## src/rtl/fpga_slow_clk_mon_pkg.sv

```systemverilog
// Shared types and helpers for the slow-clock frequency/lock monitor.
// Optional irq output is enabled by FPGA_SLOW_CLK_MON_IRQ_EN.
package fpga_slow_clk_mon_pkg;

    typedef enum logic [1:0] {
        IDLE,
        WAIT_FIRST,
        ACQUIRE,
        LOCKED
    } mon_state_e;

    // Lower bound clamps at zero so a large tolerance cannot wrap.
    function automatic logic in_tol(
        input logic [31:0] period,
        input logic [31:0] expected,
        input logic [31:0] tol
    );
        logic [31:0] lo;
        lo = (expected > tol) ? expected - tol : '0;
        return (period >= lo) && (period <= expected + tol);
    endfunction

endpackage

```

## src/rtl/fpga_slow_clk_monitor_if.sv

```systemverilog
// Control/status bundle of the slow-clock monitor.
// irq_o exists only when FPGA_SLOW_CLK_MON_IRQ_EN is defined.
interface fpga_slow_clk_monitor_if #(
    parameter int CNT_W = 9
);
    logic             enable_i;
    logic             clear_err_i;
    logic [CNT_W-1:0] period_o;
    logic             period_valid_o;
    logic             locked_o;
    logic             err_o;
`ifdef FPGA_SLOW_CLK_MON_IRQ_EN
    logic             irq_o;

    modport master (
        output enable_i, clear_err_i,
        input  period_o, period_valid_o, locked_o, err_o, irq_o
    );
    modport slave (
        input  enable_i, clear_err_i,
        output period_o, period_valid_o, locked_o, err_o, irq_o
    );
`else
    modport master (
        output enable_i, clear_err_i,
        input  period_o, period_valid_o, locked_o, err_o
    );
    modport slave (
        input  enable_i, clear_err_i,
        output period_o, period_valid_o, locked_o, err_o
    );
`endif
endinterface

```

## src/rtl/fpga_slow_clk_edge_det.sv

```systemverilog
// Synchronizer chain plus history flop; flags one cycle per rising edge.
// No configuration macros.
module fpga_slow_clk_edge_det #(
    parameter int SYNC_STAGES = 2
) (
    input  logic clk,
    input  logic rst_ni,
    input  logic din,
    output logic rise_o
);

    logic [SYNC_STAGES-1:0] sync_q;
    logic                   hist_q;

    always_ff @(posedge clk or negedge rst_ni) begin
        if (!rst_ni) begin
            sync_q <= '0;
            hist_q <= 1'b0;
        end else begin
            sync_q <= {sync_q[SYNC_STAGES-2:0], din};
            hist_q <= sync_q[SYNC_STAGES-1];
        end
    end

    assign rise_o = sync_q[SYNC_STAGES-1] & ~hist_q;

endmodule

```

## src/rtl/fpga_slow_clk_monitor.sv

```systemverilog
// Measures slow_clk_i periods in fast cycles, tracks lock, flags sticky errors.
// Define FPGA_SLOW_CLK_MON_IRQ_EN to add a per-event irq_o pulse.
module fpga_slow_clk_monitor
    import fpga_slow_clk_mon_pkg::*;
#(
    parameter int EXP_PERIOD  = 256,
    parameter int TOLERANCE   = 2,
    parameter int LOCK_COUNT  = 4,
    parameter int SYNC_STAGES = 2
) (
    input  logic intermmediate_clock,
    input  logic rst_ni,
    input  logic slow_clk_i,
    fpga_slow_clk_monitor_if.slave mon
);

    localparam int MAX_CNT = EXP_PERIOD + TOLERANCE;
    localparam int CNT_W   = $clog2(EXP_PERIOD + TOLERANCE + 2);
    localparam int GC_W    = $clog2(LOCK_COUNT + 1);

    mon_state_e       state_q, state_d;
    logic [CNT_W-1:0] cnt_q, cnt_d;
    logic [CNT_W-1:0] period_q, period_d;
    logic [CNT_W-1:0] meas;
    logic [GC_W-1:0]  good_q, good_d, good_inc;
    logic             gap_q, gap_d;
    logic             valid_q, valid_d;
    logic             locked_q, err_q, err_set;
    logic             rise, timeout, good, at_max;

    fpga_slow_clk_edge_det #(
        .SYNC_STAGES(SYNC_STAGES)
    ) u_edge (
        .clk   (intermmediate_clock),
        .rst_ni(rst_ni),
        .din   (slow_clk_i),
        .rise_o(rise)
    );

    assign meas     = cnt_q + 1'b1;
    assign at_max   = (cnt_q == CNT_W'(MAX_CNT));
    assign good     = in_tol(32'(meas), 32'(EXP_PERIOD), 32'(TOLERANCE));
    assign timeout  = at_max && !rise && !gap_q;
    assign good_inc = good_q + 1'b1;

    always_comb begin
        state_d  = state_q;
        good_d   = good_q;
        period_d = period_q;
        valid_d  = 1'b0;
        err_set  = 1'b0;
        cnt_d    = rise ? '0 : (at_max ? cnt_q : cnt_q + 1'b1);
        gap_d    = rise ? 1'b0 : (timeout | gap_q);
        if (!mon.enable_i) begin
            state_d = IDLE;
            cnt_d   = '0;
            good_d  = '0;
            gap_d   = 1'b0;
        end else begin
            if (rise && (state_q == ACQUIRE || state_q == LOCKED)) begin
                period_d = meas;
                valid_d  = 1'b1;
            end
            unique case (state_q)
                IDLE: state_d = WAIT_FIRST;
                WAIT_FIRST: begin
                    if (rise) begin
                        state_d = ACQUIRE;
                        good_d  = '0;
                    end
                end
                ACQUIRE: begin
                    if (rise) begin
                        good_d = good ? good_inc : '0;
                        if (good && good_inc == GC_W'(LOCK_COUNT))
                            state_d = LOCKED;
                    end else if (timeout) begin
                        state_d = WAIT_FIRST;
                    end
                end
                LOCKED: begin
                    if (rise && !good) begin
                        state_d = ACQUIRE;
                        good_d  = '0;
                        err_set = 1'b1;
                    end else if (timeout) begin
                        state_d = WAIT_FIRST;
                        err_set = 1'b1;
                    end
                end
                default: state_d = IDLE;
            endcase
        end
    end

    always_ff @(posedge intermmediate_clock or negedge rst_ni) begin
        if (!rst_ni) begin
            state_q  <= IDLE;
            cnt_q    <= '0;
            good_q   <= '0;
            gap_q    <= 1'b0;
            period_q <= '0;
            valid_q  <= 1'b0;
            locked_q <= 1'b0;
            err_q    <= 1'b0;
        end else begin
            state_q  <= state_d;
            cnt_q    <= cnt_d;
            good_q   <= good_d;
            gap_q    <= gap_d;
            period_q <= period_d;
            valid_q  <= valid_d;
            locked_q <= (state_d == LOCKED);
            // A new error event beats a simultaneous clear.
            err_q    <= err_set | (err_q & ~mon.clear_err_i);
        end
    end

    assign mon.period_o       = period_q;
    assign mon.period_valid_o = valid_q;
    assign mon.locked_o       = locked_q;
    assign mon.err_o          = err_q;

`ifdef FPGA_SLOW_CLK_MON_IRQ_EN
    logic irq_q;

    always_ff @(posedge intermmediate_clock or negedge rst_ni) begin
        if (!rst_ni) irq_q <= 1'b0;
        else         irq_q <= err_set;
    end

    assign mon.irq_o = irq_q;
`endif

endmodule

```

## src/flat_wrapper.sv

```systemverilog
// flat-port wrapper written by rule: the top's interface ports become plain ports
module fpga_slow_clk_monitor_flat import fpga_slow_clk_mon_pkg::*;
#(
    parameter int EXP_PERIOD  = 256,
    parameter int TOLERANCE   = 2,
    parameter int LOCK_COUNT  = 4,
    parameter int SYNC_STAGES = 2
)
  (intermmediate_clock, rst_ni, slow_clk_i, mon_enable_i, mon_clear_err_i, mon_period_o, mon_period_valid_o, mon_locked_o, mon_err_o);
  fpga_slow_clk_monitor_if #(.CNT_W((9))) mon_i ();
  input  logic intermmediate_clock;
  input  logic rst_ni;
  input  logic slow_clk_i;
  input wire logic [$bits(mon_i.enable_i)-1:0] mon_enable_i;
  input wire logic [$bits(mon_i.clear_err_i)-1:0] mon_clear_err_i;
  output wire logic [$bits(mon_i.period_o)-1:0] mon_period_o;
  output wire logic [$bits(mon_i.period_valid_o)-1:0] mon_period_valid_o;
  output wire logic [$bits(mon_i.locked_o)-1:0] mon_locked_o;
  output wire logic [$bits(mon_i.err_o)-1:0] mon_err_o;
  assign mon_i.enable_i = mon_enable_i;
  assign mon_i.clear_err_i = mon_clear_err_i;
  assign mon_period_o = mon_i.period_o;
  assign mon_period_valid_o = mon_i.period_valid_o;
  assign mon_locked_o = mon_i.locked_o;
  assign mon_err_o = mon_i.err_o;
  fpga_slow_clk_monitor #(.EXP_PERIOD(EXP_PERIOD), .TOLERANCE(TOLERANCE), .LOCK_COUNT(LOCK_COUNT), .SYNC_STAGES(SYNC_STAGES)) u_core (.intermmediate_clock(intermmediate_clock), .rst_ni(rst_ni), .slow_clk_i(slow_clk_i), .mon(mon_i));
endmodule
```

## config.mk

```make
export PLATFORM = sky130hd
export DESIGN_NAME = fpga_slow_clk_monitor_flat
export DESIGN_NICKNAME = d
export VERILOG_FILES = /design/src/rtl/fpga_slow_clk_mon_pkg.sv /design/src/rtl/fpga_slow_clk_monitor_if.sv /design/src/rtl/fpga_slow_clk_edge_det.sv /design/src/rtl/fpga_slow_clk_monitor.sv /design/src/flat_wrapper.sv
export SDC_FILE = /design/constraint.sdc
export NUM_CORES = 1
export LEC_CHECK = 0
export BUFFER_PORTS_ARGS = -buffer_cell sky130_fd_sc_hd__buf_2
export CORE_ASPECT_RATIO = 0.8
export CORE_MARGIN = 1.5
export CORE_UTILIZATION = 45
export CTS_BUF_LIST = sky130_fd_sc_hd__clkbuf_4 sky130_fd_sc_hd__clkbuf_8 sky130_fd_sc_hd__clkbuf_16
export CTS_CLUSTER_DIAMETER = 30
export CTS_CLUSTER_SIZE = 28
export DETAILED_ROUTE_END_ITERATION = 10
export PLACE_DENSITY_LB_ADDON = 0.3
export SETUP_SLACK_MARGIN = 0.05
export SLEW_MARGIN = 20
export SYNTH_ARGS = -nofsm -noshare
export SYNTH_HDL_FRONTEND = slang
export SYNTH_SLANG_ARGS = --single-unit
```

## constraint.sdc

```tcl
create_clock -name intermmediate_clock -period 1.8 [get_ports intermmediate_clock]
set_clock_uncertainty 0.05 [all_clocks]
set_input_delay 0.27 -clock intermmediate_clock [delete_from_list [all_inputs] [get_ports intermmediate_clock]]
set_output_delay 0.27 -clock intermmediate_clock [all_outputs]
set_load 0.02 [all_outputs]
```

==> impl_metrics.json <==
{
  "ys_types": 46,
  "cts_tree": "done",
  "irDropWorstVdd_uv": 577,
  "hold_class": "in2reg",
  "syn2layout_area_growth_pct": 45.6,
  "synth-async-reset-ratio": 1.00,
  "cp.depth": 7,
  "syn_nets": 179,
  "worstRegToRegCells": 7,
  "period_share": 1.11,
  "synth_flop_cell": "dfrtp_1",
  "h-tree-depth": 2,
  "grt_antenna_before_repair": 0,
  "cp_top_family": "compound AO/OA/AOI/OAI gates",
  "drt_iter0_drc": 162,
  "setup_viol": 13,
  "register_area_um2": 753,
  "mostFrequentLayoutCells": "buf_4, dfrtp_1, nand2_1",
  "clock-sinks": 30,
  "dr.pass1.iters": 4,
  "hpwl_um": 2740,
  "core_um2": 3450,
  "cts_buffers": 5,
  "grt_overflow": 0,
  "cts_buffer_depth": 2,
  "synth_seq_cells": 30,
  "hold_viol": 0,
  "via_per_inst": 5.63,
  "avgSynthCellArea_um2": 9.58,
  "wl_per_cell_um": 17.1,
  "critPathSlowestCell": "dfrtp_1",
  "reg2reg_from": "u_core.cnt_q[2]",
  "multiInputGateArea_um2": 1050,
  "worstHoldStart": "slow_clk_i",
  "status": "finished with violations",
  "antenna_cells": 0,
  "worstPathBufferInverterCount": 1,
  "slew_headroom": 0.554,
  "final_common_cell": "buf_4",
  "worstSetupStartpoint": "u_core.cnt_q[2]",
  "syn_area_um2": 1620,
  "initial_core_util": 0.470,
  "fill_cells": 238,
  "drive_gt1_frac": 0.458,
  "crit_arrival_ns": 2.13,
  "fin_nets": 226,
  "first_global_vias": 1446,
  "wirelength_um": 4420,
  "synth_edf_count": 0,
  "crit_chain": "buf_4 > or3_4 > o2bb2ai_2 > a21oi_4 > a2111oi_4 > a311oi_2 > o32ai_2",
  "critPathMaxFanout": 3,
  "die_area_um2": 3970,
  "grt_pass1_wl_um": 6800,
  "clk-insertion-delay-late_ns": 0.28,
  "via_count": 1452,
  "drv_slew": 0,
  "setup_slack_ns": -0.190,
  "crit_path_start_kind": "flip-flop",
  "gp_congestion": 0.895,
  "crit_path_max_incr_delay_ns": 0.41,
  "maxCapViolCount": 0,
  "worst-setup-path-type": "reg2reg",
  "grt_max_degree": 31,
  "synth-seq-area-share": 0.464,
  "io_pins": 17,
  "port_buffers": 16,
  "detailed_place.area_um2": 1900,
  "final_cell_area_um2": 2360,
  "cellLeakagePower_nw": 1.07,
  "yosysWarnings": 0,
  "violations": "setup timing",
  "fp-row-count": 19,
  "tns_ns": -1.27,
  "power_density_nw_per_um2": 694,
  "grt_usage": 0.222,
  "min_path_cells": 1,
  "tightest_slew_ns": 0.669,
  "cts-root-buf": "clkbuf_8",
  "fp.dieH_um": 56.7,
  "die_x_um": 70.1,
  "end_kind": "flip-flop",
  "worstPathRequired_ns": 1.94,
  "syn_inst": 169,
  "drc": 0,
  "clk_pin_slew_ns": 0.07,
  "rsz0062_at_grt": "yes",
  "timing.fmax_mhz": 503,
  "postRouteAntennaNets": 0,
  "post-route-min-period_ns": 1.99
}
cells by family (layout without fill, tap and decap cells):
logic type / count (synthesis) / in the layout / synth area share
fa+ha+maj: 5 / 5 / 0.0386
compound gates: 36 / 36 / 0.144
xor+xnor: 8 / 8 / 0.0433
buf+inv: 17 / 64 / 0.0495
mux: 1 / 1 / 0.00695
simple gates: 72 / 72 / 0.254
flops: 30 / 30 / 0.464
metal layers:
metal,part of all wire,GRT usage,up-vias
met5,0,0,-
met4,0.010,0.0742,0
met3,0.046,0.0485,5
met2,0.49,0.344,40
met1,0.46,0.312,721
li1,-,-,686
path summary, 6_finish.rpt:
path,endpoint,slack [ns]
setup / recovery,u_core.good_q[1],-0.19
hold / removal,u_core.u_edge.sync_q[0],0.05
setup reg to reg,u_core.good_q[1],-0.19
hold reg to reg,u_core.u_edge.sync_q[1],0.31
max in group asynchronous,u_core.cnt_q[1],0.72
min in group asynchronous,u_core.mon.period_o[4],0.51
report_power, final:
group	internal (mW)	leakage, nW	switching [mW]
Combinational	0.0930	0.610	0.116
Sequential	0.697	0.404	0.0272
Clock	0.442	0.0573	0.261
cell type report:
cell class | instances | area share
clock buffers | 6 | 0.0350
clock inverters | 1 | 0.0127
inverters | 6 | 0.0106
multi-input cells | 122 | 0.445
flip-flops and latches | 30 | 0.320
well taps | 42 | 0.0223
repair buffers | 51 | 0.154
registers in the layout (all words and copies together), names as in the netlist:
name and flops:
u_core.u_edge.sync_q 2, u_core.mon.err_o 1, u_core.state_q 2, u_core.good_q 3, u_core.mon.period_o 9, u_core.cnt_q 9, u_core.gap_q 1, u_core.mon.period_valid_o 1
u_core.mon.locked_o 1, u_core.u_edge.hist_q 1
metrics by stage:
step,setup WS (ns),hold slack (ns),power (mW),utilization,cells
floorplan,-0.0998,-0.0756,0.817,-,169
global placement,-0.111,0.270,0.873,0.552,241
detailed placement,-0.281,0.293,0.879,0.552,241
CTS,-0.0625,0.0428,1.62,0.648,254
global route,-0.221,0.0453,1.68,0.684,258
finish,-0.190,0.0475,1.64,0.684,258
cells in the mapped netlist, types with 2 or more instances:
| cell type | n | area [µm²] |
|---|---|---|
| a211oi_2 | 2 | 25.0 |
| a21oi_1 | 7 | 35.0 |
| and2_1 | 3 | 18.8 |
| and3b_1 | 2 | 17.5 |
| buf_2 | 4 | 20.0 |
| clkbuf_1 | 5 | 18.8 |
| dfrtp_1 | 30 | 751 |
| ha_1 | 5 | 62.6 |
| inv_1 | 6 | 22.5 |
| nand2_1 | 19 | 71.3 |
| nand2b_1 | 3 | 18.8 |
| nand3_1 | 7 | 35.0 |
| nand4_1 | 2 | 12.5 |
| nor2_1 | 12 | 45.0 |
| nor2b_1 | 2 | 12.5 |
| nor3_1 | 4 | 20.0 |
| nor4_1 | 2 | 12.5 |
| nor4b_1 | 2 | 17.5 |
| o21ai_0 | 11 | 55.1 |
| o21ai_1 | 5 | 25.0 |
| o22ai_1 | 2 | 12.5 |
| o2bb2ai_1 | 2 | 17.5 |
| o32ai_1 | 2 | 17.5 |
| or3_1 | 2 | 12.5 |
| xnor2_1 | 3 | 26.3 |
| xor2_1 | 5 | 43.8 |
timing repair:
item                       CTS  global route
setup endpoints to repair   15            19
hold endpoints to repair    30             0
setup buffers                5             4
gates resized for setup     32            19
hold buffers                 1             0
pin swaps                   19            11
Power figures use the tool's default switching activity.
